[config.mk]
export PLATFORM = sky130hd
export DESIGN_NAME = ccd_capture_ctrl
export DESIGN_NICKNAME = d
export VERILOG_FILES = /design/src/rtl/ccd_capture_pkg.sv /design/src/rtl/ccd_xy_counter.sv /design/src/rtl/ccd_capture_ctrl.sv
export SDC_FILE = /design/constraint.sdc
export NUM_CORES = 1
export LEC_CHECK = 0
export BUFFER_PORTS_ARGS = -buffer_cell sky130_fd_sc_hd__buf_4
export CORE_UTILIZATION = 50
export CTS_CLUSTER_SIZE = 40
export DETAILED_ROUTE_END_ITERATION = 6
export HOLD_SLACK_MARGIN = 0.1
export PLACE_DENSITY_LB_ADDON = 0.1
export REMOVE_ABC_BUFFERS = 1
export SETUP_SLACK_MARGIN = 0.3
export SLEW_MARGIN = 40
export SYNTH_ARGS = -nofsm -noshare
export SYNTH_HDL_FRONTEND = slang
export SYNTH_SLANG_ARGS = --single-unit
[constraint.sdc]
create_clock -name iCLK -period 3.2 [get_ports iCLK]
set_input_delay 0.64 -clock iCLK [delete_from_list [all_inputs] [get_ports iCLK]]
set_output_delay 0.64 -clock iCLK [all_outputs]
set_load 0.005 [all_outputs]
[src/rtl/ccd_capture_pkg.sv]
// Shared types and default geometry for the CCD capture front end.
// Latency: n/a (types and constants only).
// Backpressure: n/a.
package ccd_capture_pkg;

  localparam int DEF_DATA_W   = 10;
  localparam int DEF_CNT_W    = 11;
  localparam int DEF_H_ACTIVE = 1280;
  localparam int DEF_V_ACTIVE = 1024;
  localparam int DEF_FCNT_W   = 32;

  typedef enum logic [1:0] {
    IDLE   = 2'd0,
    ARMED  = 2'd1,
    ACTIVE = 2'd2
  } capState_t;

endpackage

[src/rtl/ccd_xy_counter.sv]
// Column/row tracker for incoming pixels: clear on frame start, step per pixel, realign on short lines.
// Latency: oX/oY are combinational (count before this pixel's increment); state updates next edge.
// Backpressure: none; follows the sensor stream every cycle.
module ccd_xy_counter
  import ccd_capture_pkg::*;
#(
  parameter int CNT_W    = DEF_CNT_W,
  parameter int H_ACTIVE = DEF_H_ACTIVE,
  parameter int V_ACTIVE = DEF_V_ACTIVE
) (
  input  logic             iCLK,
  input  logic             iRST,
  input  logic             iClr,
  input  logic             iInc,
  input  logic             iRealign,
  output logic [CNT_W-1:0] oX,
  output logic [CNT_W-1:0] oY
);

  localparam logic [CNT_W-1:0] X_LAST = CNT_W'(H_ACTIVE - 1);
  localparam logic [CNT_W-1:0] Y_LAST = CNT_W'(V_ACTIVE - 1);

  logic [CNT_W-1:0] xCnt, yCnt, xNext, yNext, yStep;

  // Current coordinate (frame-start clear applies to the pixel arriving with it) and next count.
  always_comb begin
    oX    = iClr ? '0 : xCnt;
    oY    = iClr ? '0 : yCnt;
    yStep = (oY == Y_LAST) ? '0 : oY + CNT_W'(1);
    xNext = oX;
    yNext = oY;
    if (iInc) begin
      if (oX == X_LAST) begin
        xNext = '0;
        yNext = yStep;
      end else begin
        xNext = oX + CNT_W'(1);
      end
    end else if (iRealign && (oX != '0)) begin
      // Line ended early: start the next line at column 0 of the following row.
      xNext = '0;
      yNext = yStep;
    end
  end

  // Counter state register.
  always_ff @(posedge iCLK or negedge iRST) begin
    if (!iRST) begin
      xCnt <= '0;
      yCnt <= '0;
    end else begin
      xCnt <= xNext;
      yCnt <= yNext;
    end
  end

endmodule

[src/rtl/ccd_capture_ctrl.sv]
// Sensor front end: frames FVAL/LVAL pixels into DVAL+X/Y under start/stop control, counts frames.
// Latency: 2 cycles from iDATA/iFVAL/iLVAL to oDATA/oDVAL/oX_Cont/oY_Cont.
// Backpressure: none; the sensor cannot be stalled, so every valid pixel is forwarded.
module ccd_capture_ctrl
  import ccd_capture_pkg::*;
#(
  parameter int DATA_W   = DEF_DATA_W,
  parameter int CNT_W    = DEF_CNT_W,
  parameter int H_ACTIVE = DEF_H_ACTIVE,
  parameter int V_ACTIVE = DEF_V_ACTIVE,
  parameter int FCNT_W   = DEF_FCNT_W
) (
  input  logic              iCLK,
  input  logic              iRST,
  input  logic [DATA_W-1:0] iDATA,
  input  logic              iFVAL,
  input  logic              iLVAL,
  input  logic              iSTART,
  input  logic              iEND,
  output logic [DATA_W-1:0] oDATA,
  output logic              oDVAL,
  output logic [CNT_W-1:0]  oX_Cont,
  output logic [CNT_W-1:0]  oY_Cont,
  output logic [FCNT_W-1:0] oFrame_Cont,
  output logic              oSOF,
  output logic              oEOF,
  output logic              oBusy
);

  logic [DATA_W-1:0] rD;
  logic              rF, rL, rF_d, rL_d;
  logic              fvRise, fvFall, lvFall, pixIn, pixVld, sofNow, frameEnd;
  logic              stopReq, sofPend;
  logic [CNT_W-1:0]  xCur, yCur;
  capState_t         state, nextState;

  // Stage 1: register the raw sensor bus and keep one cycle of framing history.
  always_ff @(posedge iCLK or negedge iRST) begin
    if (!iRST) begin
      rD   <= '0;
      rF   <= 1'b0;
      rL   <= 1'b0;
      rF_d <= 1'b0;
      rL_d <= 1'b0;
    end else begin
      rD   <= iDATA;
      rF   <= iFVAL;
      rL   <= iLVAL;
      rF_d <= rF;
      rL_d <= rL;
    end
  end

  assign fvRise = rF & ~rF_d;
  assign fvFall = ~rF & rF_d;
  assign lvFall = ~rL & rL_d;
  assign pixIn  = rF & rL;

  // Capture FSM: iEND beats iSTART; arming mid-frame waits for the next frame start.
  always_comb begin
    nextState = state;
    unique case (state)
      IDLE:    if (iSTART && !iEND) nextState = ARMED;
      ARMED:   if (iEND) nextState = IDLE;
               else if (fvRise) nextState = ACTIVE;
      ACTIVE:  if (fvFall && (stopReq || iEND)) nextState = IDLE;
      default: nextState = IDLE;
    endcase
  end

  // Pixels pass while ACTIVE and on the ARMED->ACTIVE cycle; SOF marks the first of each frame.
  assign pixVld   = pixIn & ((state == ACTIVE) | (nextState == ACTIVE));
  assign sofNow   = pixVld & (fvRise | sofPend);
  assign frameEnd = fvFall & (state == ACTIVE);

  // State register plus pending stop and pending-SOF flags.
  always_ff @(posedge iCLK or negedge iRST) begin
    if (!iRST) begin
      state   <= IDLE;
      stopReq <= 1'b0;
      sofPend <= 1'b0;
    end else begin
      state   <= nextState;
      stopReq <= (state == ACTIVE) && (nextState == ACTIVE) && (stopReq || iEND);
      sofPend <= (fvRise | sofPend) & rF & ~pixVld;
    end
  end

  ccd_xy_counter #(
    .CNT_W    (CNT_W),
    .H_ACTIVE (H_ACTIVE),
    .V_ACTIVE (V_ACTIVE)
  ) uXy (
    .iCLK     (iCLK),
    .iRST     (iRST),
    .iClr     (fvRise),
    .iInc     (pixIn),
    .iRealign (lvFall),
    .oX       (xCur),
    .oY       (yCur)
  );

  // Stage 2: registered outputs; pixel fields hold their last value between valid pixels.
  always_ff @(posedge iCLK or negedge iRST) begin
    if (!iRST) begin
      oDATA       <= '0;
      oDVAL       <= 1'b0;
      oX_Cont     <= '0;
      oY_Cont     <= '0;
      oFrame_Cont <= '0;
      oSOF        <= 1'b0;
      oEOF        <= 1'b0;
      oBusy       <= 1'b0;
    end else begin
      oDVAL <= pixVld;
      oSOF  <= sofNow;
      oEOF  <= frameEnd;
      oBusy <= (nextState != IDLE);
      if (pixVld) begin
        oDATA   <= rD;
        oX_Cont <= xCur;
        oY_Cont <= yCur;
      end
      if (frameEnd) oFrame_Cont <= oFrame_Cont + FCNT_W'(1);
    end
  end

endmodule

# After elaboration in Yosys (flattened, before gate mapping)

Index checks and enable logic that the tools add are counted.

$add $sub $neg: 3
Multiply operators: 0
Divide/modulo/power cells: 0
$lt $le $gt $ge: 0
Eq/ne operators: 5
Shifts and indexed selects: 0
Mux-type cells: 14
Bitwise logic cells: 15
Reduce and logical (&&, ||, !) cells: 10

Operators with widths:

| kind                                             | number |
|---|---|
| two-way mux 11 bit                               | 9 |
| adder 32 x 1 -> 32 bit (second input constant)   | 1 |
| adder 11 x 1 -> 11 bit (second input constant)   | 2 |
| == test 11 x 10 -> 1 bit (second input constant) | 1 |
| == test 11 bit (second input constant)           | 1 |
| nonzero test 11 bit                              | 1 |
| AND 1 bit                                        | 9 |
| two-way mux 2 bit                                | 4 |
| one-hot mux 2 bit (3 select lines)               | 1 |
| logical AND 1 bit                                | 5 |
| == test 2 bit (second input constant)            | 2 |
| inverter 1 bit                                   | 4 |
| == test 2 x 1 -> 1 bit (second input constant)   | 1 |
| zero test 2 bit                                  | 1 |
| OR 1 bit                                         | 2 |
| nonzero test 2 bit                               | 1 |
| zero test 1 bit                                  | 1 |
| logical OR 1 bit                                 | 1 |

Flip-flop bits (word level): 108
Bits in latches: 0
Bits in writable memories: 0
Memory bits (read-only): 0
Input bits: 16
Word-level logic and storage cells: 65
Memories kept: 0

# Depth between registers and ports, before layout

Gate-level depths: netlist (run 1).

Word-level depth: 10
Depth in mapped cells: 12
Depth with buffers taken out: 9

# Modules after synthesis

Synthesis (run 1) repeated with hierarchy kept, for this count alone.

Cell total of the unflattened synthesis: 392
Area total of the unflattened synthesis: 4,805.9 µm²

Modules (own cells, without submodules):

| module           | times used | cells each | area each (µm²) |
|---|---|---|---|
| ccd_capture_ctrl | 1          | 239        | 3,348.2 |
| ccd_xy_counter   | 1          | 153        | 1,457.6 |

# Least setup slack after synthesis (run 1)

OpenSTA, ideal clock, no wires.

Path kind: reg-to-reg
Start: register rF
End: register uXy.yCnt[4]
Setup time: 78 ps
Arrival time: 2,434 ps
Setup slack: 688 ps
Cell stages (with the launch flop): 12
Path buffers: 2
Clock period less this slack: 2,512 ps
Cells stage by stage: dfrtp_1 > nand2b_1 > buf_4 > clkbuf_1 > nand2_1 > inv_1 > ha_1 > and3_1 > and3_4 > a41oi_4 > or4_1 > a21oi_1

Cells in the longest elaborated chain, start to end: 6

Ends and longest elaborated chain:

| what                     | RTL line               | text |
|---|---|---|
| start: declaration       | ccd_capture_ctrl.sv:31 | `logic rF, rL, rF_d, rL_d;` |
| start signal: assignment | ccd_capture_ctrl.sv:47 | `rF <= iFVAL;` |
| AND 1 bit (*)            | ccd_capture_ctrl.sv:54 | `assign fvRise = rF & ~rF_d;` |
| two-way mux 11 bit (*)   | ccd_xy_counter.sv:27   | `oX = iClr ? '0 : xCnt;` |
| via uXy.oX[0]            | ccd_xy_counter.sv:16   | `output logic [CNT_W-1:0] oX,` |
| nonzero test 11 bit      | ccd_xy_counter.sv:39   | `end else if (iRealign && (oX != '0)) begin` |
| logical AND 1 bit        | ccd_xy_counter.sv:39   |  |
| two-way mux 11 bit       | ccd_xy_counter.sv:39   |  |
| two-way mux 11 bit (*)   | ccd_xy_counter.sv:32   | `if (iInc) begin` |
| via uXy.yNext[4]         | ccd_xy_counter.sv:23   | `logic [CNT_W-1:0] xCnt, yCnt, xNext, yNext, yStep;` |
| end signal: assignment   | ccd_xy_counter.sv:53   | `yCnt <= yNext;` |
| end: declaration         | ccd_xy_counter.sv:23   |  |

Mark *: on every way through the listed nets, which the timed path passes. The rest lies on a longest branch.
A chain may end at the register's enable or synchronous reset.

# Worst setup path in the final report (run 1)

Start: register rF_d
End: register uXy.xCnt[8]

Cells in the longest elaborated chain, start to end: 7

Ends and longest elaborated chain:

| what                                                           | RTL line               | text |
|---|---|---|
| start: declaration                                             | ccd_capture_ctrl.sv:31 |  |
| start signal: assignment                                       | ccd_capture_ctrl.sv:49 | `rF_d <= rF;` |
| inverter 1 bit (*)                                             | ccd_capture_ctrl.sv:54 |  |
| AND 1 bit (*)                                                  | ccd_capture_ctrl.sv:54 |  |
| two-way mux 11 bit (*)                                         | ccd_xy_counter.sv:27   |  |
| via uXy.oX[0]                                                  | ccd_xy_counter.sv:16   |  |
| branches (longest 3 deep; another with adder 11 x 1 -> 11 bit) | --                     |  |
| two-way mux 11 bit (*)                                         | ccd_xy_counter.sv:32   |  |
| via uXy.xNext[8]                                               | ccd_xy_counter.sv:23   |  |
| end signal: assignment                                         | ccd_xy_counter.sv:52   | `xCnt <= xNext;` |
| end: declaration                                               | ccd_xy_counter.sv:23   |  |

Mark *: on every way through the listed nets, which the timed path passes.

==> results of run 1 <==
worst paths after layout:
check	startpoint	to	slack [ns]
min in group iCLK	iDATA[2]	rD[2]	0.36
setup / recovery	rF_d	uXy.xCnt[8]	0.65
max in group asynchronous	iRST	uXy.xCnt[9]	2.19
hold / removal	iRST	oFrame_Cont[26]	0.27
hold reg to reg	rD[0]	oDATA[0]	0.45
setup reg to reg	rF_d	uXy.xCnt[8]	0.65
power breakdown:
group | internal [W] | total, W | switching [W]
clock | 0.000299 | 0.000794 | 0.000495
sequential | 0.00151 | 0.00160 | 0.0000988
combinational | 0.000238 | 0.000494 | 0.000257
synthesized netlist by cell type (all sizes together), types with 3 or more instances:
library cell  instances  area [um^2]
or3                   4         25.0
xnor2                22          193
and3                 14         92.6
a211oi                3         22.5
o21ai                34          170
xor2                 11         96.3
nand4                15          100
nand2b                3         18.8
clkbuf                9         33.8
nor2                 14         62.6
ha                    4         50.1
o31ai                 4         30.0
and4                  4         35.0
buf                   9         56.3
nor4b                 3         26.3
inv                   8         30.0
dfrtp               108         2700
a21oi                13         65.1
nand3                17         90.1
o22ai                 3         18.8
nor3                  9         60.1
nand2                98          368
area by class of cell:
class                   count  area (um^2)
fillers                   736         3290
flip-flops and latches    108         2700
multi-input cells         304         1780
repair buffers             89          681
well taps                 108          135
clock buffers              10          128
clock inverters             6         58.8
inverters                   8         30.0
logic make-up (layout without fill, tap and decap cells):
kind of cell             after synthesis  count (layout)  share of synthesized area, %
AND/OR/NAND/NOR                      193             193                          21.1
multiplexers                           2               2                         0.489
buffers and inverters                 26             113                          2.61
XOR/XNOR                              33              33                          6.28
flip-flops                           108             108                          58.7
adder cells (fa/ha/maj)                4               4                          1.09
AO/OA/AOI/OAI                         72              72                          9.81
stage by stage:
step / power [W] / cells
6_report: 0.00289 / 633
5_1_grt: 0.00305 / 633
4_1_cts: 0.00292 / 633
3_5_place_dp: 0.00213 / 617
3_3_place_gp: 0.00212 / 617
2_1_floorplan: 0.00183 / 420
worst register-to-register path, stage by stage (launching register included):
cell	delay [ns]
dfrtp_1	0.43
nand2b_1	0.21
nand2_1	0.13
inv_1	0.07
ha_1	0.24
and3_1	0.21
and3_4	0.20
a41o_1	0.40
or3_1	0.42
a21oi_1	0.17
state kept, by name, indices dropped and copies added, names as in the netlist, 2 cells and up:
name / cells
oDATA: 10
oFrame_Cont: 32
oX_Cont: 11
oY_Cont: 11
rD: 10
state: 2
uXy.xCnt: 11
uXy.yCnt: 11
routing by layer:
metal / routed length, um / part of all wire [%] / vias up / global-route usage, %
li1: - / - / 1681 / -
met3: 403 / 4.2 / 12 / 3.58
met4: 156 / 1.6 / 0 / 8.74
met1: 4550 / 48 / 1676 / 30.3
met2: 4380 / 46 / 87 / 33.0
met5: 0 / 0 / - / 0
==> results.cfg, run 1 <==
[setup_path]
crit_buf_inv = 1
timing.critical_path.slowest_stage_cell = dfrtp_1
cp-start-kind = flop
crit_family = simple AND/OR/NAND/NOR gates
reg2regPathDepth = 9
setup.worst_path.end_class = flop
cpPeakStageDelay_ns = 0.43
crit_required_ns = 3.50
crit_type = reg -> reg
cp_num_cells = 9
arrival_ns = 2.84
worstPathCellList = nand2b_1 -> nand2_1 -> inv_1 -> ha_1 -> and3_1 -> and3_4 -> a41o_1 -> or3_1 -> a21oi_1
crit_fanout = 13

[die]
die_width_um = 98.0
initial_core_util_pct = 52.3
core-area_um2 = 8810
dieArea_um2 = 9600
num_rows = 34
io_pins = 84
dieHeight_um = 98.0

[routing]
wl_per_cell_um = 15.0
vias = 3456
viasPerCell = 5.46
drc = 7
routed_wl_um = 9500
dr.pass1.iters = 6
ant_nets = 0
drtIter0Drc = 214

[layout]
fin_area_um2 = 5520
fin_util_pct = 62.7
final_cell_mix = dfrtp_1 (108), nand2_1 (98), buf_4 (88), o21ai_0 (34), xnor2_1 (22)
antenna_cells = 0
final_common_cell = dfrtp_1
nets = 540
drive_gt1_share_pct = 22.3
area_growth_pct = 19.8

[pwr]
powerDensity_nw_per_um2 = 524
p_leak_nw = 2.67
ir_drop_uv = 295

[clocking]
cts_tree = built
cts_made_buffers = 9
cts_resized = 0
clock_latency_ns = 0.37
max-clock-path-buffers = 2
cts_max_level = 3
path_clk_slew_ns = 0.11
post_cts_buffers = 0
postCtsHoldBufs = 0
cts-root-buf = clkbuf_8
cts_sinks = 108

[placement]
place.gp.congestion = 0.887
io_buffers = 83
pre_cts_slack_ns = 0.715
postPlaceCellArea_um2 = 5330
hpwl_um = 6530

[status]
violations = DRC
status = complete, but fails checks

[timing]
min_period_ns = 2.55
min_period_over_period_pct = 79.5
report.final.slew_viol_count = 0
setup_viol = 0
rsz0062_at_grt = no
tns_ns = 0
relSlewSlack_pct = 58.5
tightest_slew_ns = 0.623
fin_skew_ns = 0.0139
holdWs_ns = 0.268
hold_viol = 0
fmax_mhz = 393
fin_ws_ns = 0.655

[job]
cap_viol_max_count = 0

[yosys]
synth.distinct_cells = 50
synth_edf_count = 0
yosys_warnings = 0
yosysSeqAreaShare_pct = 58.7
async_flop_share_pct = 100
synthFlopType = dfrtp_1
syn_inst = 438
postSynthAreaPerCell_um2 = 10.5
synth_area_um2 = 4610
ys_seq_elements = 108

[min_path]
hold_class = in -> async

[grt]
grt_pass1_vias = 3306
grt.total_usage_pct = 21.4
antenna_found_initial = 0
grt_remaining_overflow = 0
grt_first_pass_wirelength_um = 16200
grt_start_max_net_pins = 62
Note: power is estimated with default switching activity, not from simulation.
==> inputs of run 2 (changes only) <==
==> constraint.sdc (replaced) <==
create_clock -name iCLK -period 2.25 [get_ports iCLK]
set_input_delay 0.45 -clock iCLK [delete_from_list [all_inputs] [get_ports iCLK]]
set_output_delay 0.45 -clock iCLK [all_outputs]
set_load 0.005 [all_outputs]
==> results.cfg, run 2 (synthesis results as in run 1) <==
[layout]
fin_area_um2 = 6120
antenna_cells = 0
largest_register = oFrame_Cont
fin_util_pct = 69.6
drive_gt1_share_pct = 34.3
finalNonFillerCells = 668
final_common_cell = buf_4
area_growth_pct = 33.0
nets = 576
final_cell_mix = buf_4 (112), dfrtp_1 (107), nand2_1 (93), o21ai_0 (27), xnor2_1 (22)
largest_reg_flops = 32

[die]
io_pins = 84
initial_core_util_pct = 52.3
dieArea_um2 = 9600
die_width_um = 98.0
num_rows = 34
core-area_um2 = 8810
dieHeight_um = 98.0

[setup_path]
worstPathCellList = nand2b_4 -> nand2_4 -> inv_4 -> ha_4 -> and3_4 -> and3_4 -> a41oi_4 -> buf_6 -> buf_6 -> nor2_4 -> a41o_1
arrival_ns = 2.37
crit_type = reg -> reg
cp-start-kind = flop
regToRegSetupSlack_ns = 0.15
crit_family = simple AND/OR/NAND/NOR gates
reg2reg_from = rF_d
cpPeakStageDelay_ns = 0.39
reg2regPathDepth = 11
crit_required_ns = 2.52
setup.worst_path.end_class = flop
crit_buf_inv = 3
r2r-end = uXy.yCnt[8]
timing.critical_path.slowest_stage_cell = dfrtp_1
crit_fanout = 6

[timing]
hold_viol = 0
tightest_slew_ns = 0.512
report.final.slew_viol_count = 0
tns_ns = 0
setup_viol = 0
fin_skew_ns = 0.0155
rsz0062_at_grt = yes
min_period_over_period_pct = 93.2
relSlewSlack_pct = 65.9
fmax_mhz = 477
min_period_ns = 2.10

[pwr]
powerDensity_nw_per_um2 = 702
switching_share_pct = 29.4
internal-power_w = 0.00303
p_seq_share_pct = 53.4
pwr-share-clk_pct = 25.9
pwr-share-comb_pct = 20.7
p_sw_w = 0.00127
p_leak_nw = 2.96
ir_drop_uv = 468

[min_path]
whs_path_depth = 1
hold_path_end = rD[1]
hold_class = in -> reg
min-delay-start = iDATA[1]

[placement]
io_buffers = 83
placedCellCount = 633
place.gp.congestion = 0.827
hpwl_um = 6810
postPlaceCellArea_um2 = 5480

[routing]
vias = 3710
drc = 9
dr.pass1.iters = 7
wl_per_cell_um = 15.7
drtIter0Drc = 192
viasPerCell = 5.55
ant_nets = 0
routed_wl_um = 10500

[status]
status = complete, but fails checks
violations = DRC

[job]
cap_viol_max_count = 0

[clocking]
cts_sinks = 108
clock_latency_ns = 0.37
cts_tree = built
cts_made_buffers = 9
max-clock-path-buffers = 2
cts_max_level = 3
cts-root-buf = clkbuf_8
path_clk_slew_ns = 0.11

[grt]
grt_start_max_net_pins = 57
grt_pass1_vias = 3477
antenna_found_initial = 0
grt_first_pass_wirelength_um = 17000
grt.total_usage_pct = 22.3
grt_remaining_overflow = 0
==> run 2: how the worst max path moves through the flow <==
stage              from     endpoint  cells past startpoint
6_report           rF_d  uXy.yCnt[8]                     11
5_1_grt              rF  uXy.yCnt[7]                     11
4_1_cts            rF_d  uXy.xCnt[5]                     10
3_5_place_dp       rF_d  uXy.xCnt[5]                     10
3_3_place_gp       rF_d  uXy.xCnt[8]                      9
2_1_floorplan  state[1]      sofPend                      4
==> run 2: final cells by class <==
cell class	count	area, um^2
Clock inverter	5	45.0
Sequential cell	108	2700
Timing Repair Buffer	125	1030
Multi-Input combinational cell	304	2030
Inverter	8	36.3
Tap cell	108	135
Clock buffer	10	138
Fill cell	676	2680
==> run 2: power groups by stage <==
stage	sequential [W]	combinational [W]	clock [W]
floorplan	0.00231	0.000303	0
global placement	0.00231	0.000744	0
detailed placement	0.00231	0.000766	0
CTS	0.00228	0.000824	0.00115
global route	0.00232	0.000984	0.00122
finish	0.00229	0.000889	0.00111
==> run 2: repair_timing <==
item | CTS | global route
endpoints found under the setup margin | 35 | 46
cloned | 0 | 1
pin swaps | 9 | 21
endpoints found under the hold margin | 37 | 0
setup buffers | 7 | 11
resized for setup | 34 | 41
hold buffers | 1 | 0
==> run 2: metrics by stage <==
| step | setup WS (ns) | hold WS, ns | power, W |
|---|---|---|---|
| after floorplan | -1.03 | 0.154 | 0.00261 |
| after global placement | 0.0747 | 0.419 | 0.00305 |
| after detailed placement | -0.0148 | 0.430 | 0.00308 |
| after CTS | 0.247 | 0.163 | 0.00426 |
| after global routing | 0.0836 | 0.152 | 0.00453 |
| final | 0.153 | 0.179 | 0.00430 |
==> run 2: per-layer routing <==
| metal | wire, um | up-vias | share of wire (%) | global-route usage, % |
|---|---|---|---|---|
| met3 | 589 | 17 | 5.6 | 5.01 |
| met4 | 164 | 0 | 1.6 | 7.93 |
| met1 | 4770 | 1801 | 46 | 31.9 |
| met5 | 0 | - | 0 | 0 |
| li1 | - | 1764 | - | - |
| met2 | 4950 | 128 | 47 | 33.5 |
==> inputs of run 3 (changes only) <==
==> constraint.sdc (replaced) <==
create_clock -name iCLK -period 2.1 [get_ports iCLK]
set_input_delay 0.42 -clock iCLK [delete_from_list [all_inputs] [get_ports iCLK]]
set_output_delay 0.42 -clock iCLK [all_outputs]
set_load 0.005 [all_outputs]
==> results.cfg, run 3 (synthesis results as in run 1) <==
[setup_path]
crit_fanout = 7
reg2reg_from = rF_d
r2r-end = uXy.yCnt[8]
crit_path_start = rF_d
reg2regPathDepth = 10
regToRegSetupSlack_ns = -0.002
cp-start-kind = flop
setup.worst_path.end_class = flop
critPathCapture = uXy.yCnt[8]
arrival_ns = 2.37
crit_required_ns = 2.37
crit_type = reg -> reg

[routing]
dr.pass1.iters = 7
wl_per_cell_um = 16.5
ant_nets = 0
drtIter0Drc = 177
vias = 3796
viasPerCell = 5.61
routed_wl_um = 11200
drc = 7

[min_path]
hold_class = in -> reg
whs_path_depth = 1

[job]
cap_viol_max_count = 0

[status]
violations = DRC, setup timing
status = complete, but fails checks

[die]
io_pins = 84
dieArea_um2 = 9600
num_rows = 34
die_width_um = 98.0
dieHeight_um = 98.0
core-area_um2 = 8810
initial_core_util_pct = 52.3

[timing]
min_period_ns = 2.10
min_period_over_period_pct = 100
relSlewSlack_pct = 61.5
fin_skew_ns = 0.0144
tns_ns = -0.00214
fin_ws_ns = -0.00214
setup_viol = 1
report.final.slew_viol_count = 0
rsz0062_at_grt = yes
hold_viol = 0
tightest_slew_ns = 0.577
fmax_mhz = 476

[clocking]
path_clk_slew_ns = 0.11
max-clock-path-buffers = 2
cts_tree = built
clock_latency_ns = 0.37
cts_sinks = 108
cts-root-buf = clkbuf_8
cts_made_buffers = 9
cts_max_level = 3

[grt]
grt_remaining_overflow = 0
grt_start_max_net_pins = 44
grt_pass1_vias = 3510
grt_first_pass_wirelength_um = 16900
antenna_found_initial = 0
grt.total_usage_pct = 22.1

[layout]
multi_input_area_um2 = 2240
nets = 584
drive_gt1_share_pct = 42.0
antenna_cells = 0
final_cell_mix = buf_4 (114), dfrtp_1 (107), nand2_1 (68), nand2_2 (23), xnor2_1 (19)
area_growth_pct = 40.5
register_area_um2 = 2700
final_common_cell = buf_4
largest_reg_flops = 32
largest_register = oFrame_Cont
fillerInstances = 603
fin_util_pct = 73.5

[pwr]
finalPower_w = 0.00486
ir_drop_uv = 511
powerDensity_nw_per_um2 = 751
p_leak_nw = 3.07

[placement]
io_buffers = 83
hpwl_um = 7000
place.gp.congestion = 0.852
pre_cts_slack_ns = -0.222
-- run 3: cell types whose count changed in the layout (fill, tap and decap cells not counted), sizes merged --
cell / delta
clkinv: -1
buf: +6
clkinvlp: +2
inv: +1
bufinv: +1
-- run 3: critical path: stages (launching register included) --
cell and delay, ns:
dfrtp_1 0.39, nand2b_4 0.18, nand2_2 0.10, buf_4 0.13, ha_2 0.19, nor4b_2 0.21, nand2_1 0.16, o22ai_4 0.18
buf_6 0.16, nor2_1 0.09, a41o_1 0.20
-- run 3: how the worst min path moves through the flow --
stage                to     start
2_1_floorplan     oBusy      iRST
3_3_place_gp   oDATA[0]     rD[0]
3_5_place_dp   oDATA[1]     rD[1]
4_1_cts           rD[1]  iDATA[1]
5_1_grt           rD[1]  iDATA[1]
6_report          rD[1]  iDATA[1]
-- run 3: per-layer routing --
metal	GRT usage, %	wire length (um)	vias to the layer above
li1	-	-	1775
met1	31.2	5070	1893
met2	34.2	5400	112
met3	3.87	501	16
met4	8.86	223	0
met5	0	0	-
-- run 3: metrics by stage --
| stage | cells | instance area (um^2) | hold WS [ns] |
|---|---|---|---|
| 2_1_floorplan | 420 | 4520 | 0.124 |
| 3_3_place_gp | 641 | 5540 | 0.417 |
| 3_5_place_dp | 641 | 5540 | 0.425 |
| 4_1_cts | 660 | 5890 | 0.133 |
| 5_1_grt | 677 | 6470 | 0.125 |
| 6_report | 677 | 6470 | 0.149 |
-- run 3: report_power, final --
group,switching (W),leakage (nW),internal [W]
Sequential,0.000193,1.45,0.00229
Combinational,0.000518,1.52,0.000536
Clock,0.000747,0.0984,0.000571
Total,0.00146,3.07,0.00340
-- run 3: area by class of cell --
class / instances / share of cell area (%)
repair buffers: 132 / 17.7
repair inverters: 1 / 0.116
clock buffers: 9 / 1.91
well taps: 108 / 2.09
flip-flops and latches: 108 / 41.8
clock inverters: 7 / 1.28
multi-input cells: 304 / 34.6
inverters: 8 / 0.522
-- run 3: repair_timing --
action,CTS,global route
endpoints found under the hold margin,40,0
pin swaps,13,26
hold buffers,1,0
setup endpoints to repair,53,68
cloned,0,5
resized for setup,29,121
buffers inserted,2,12
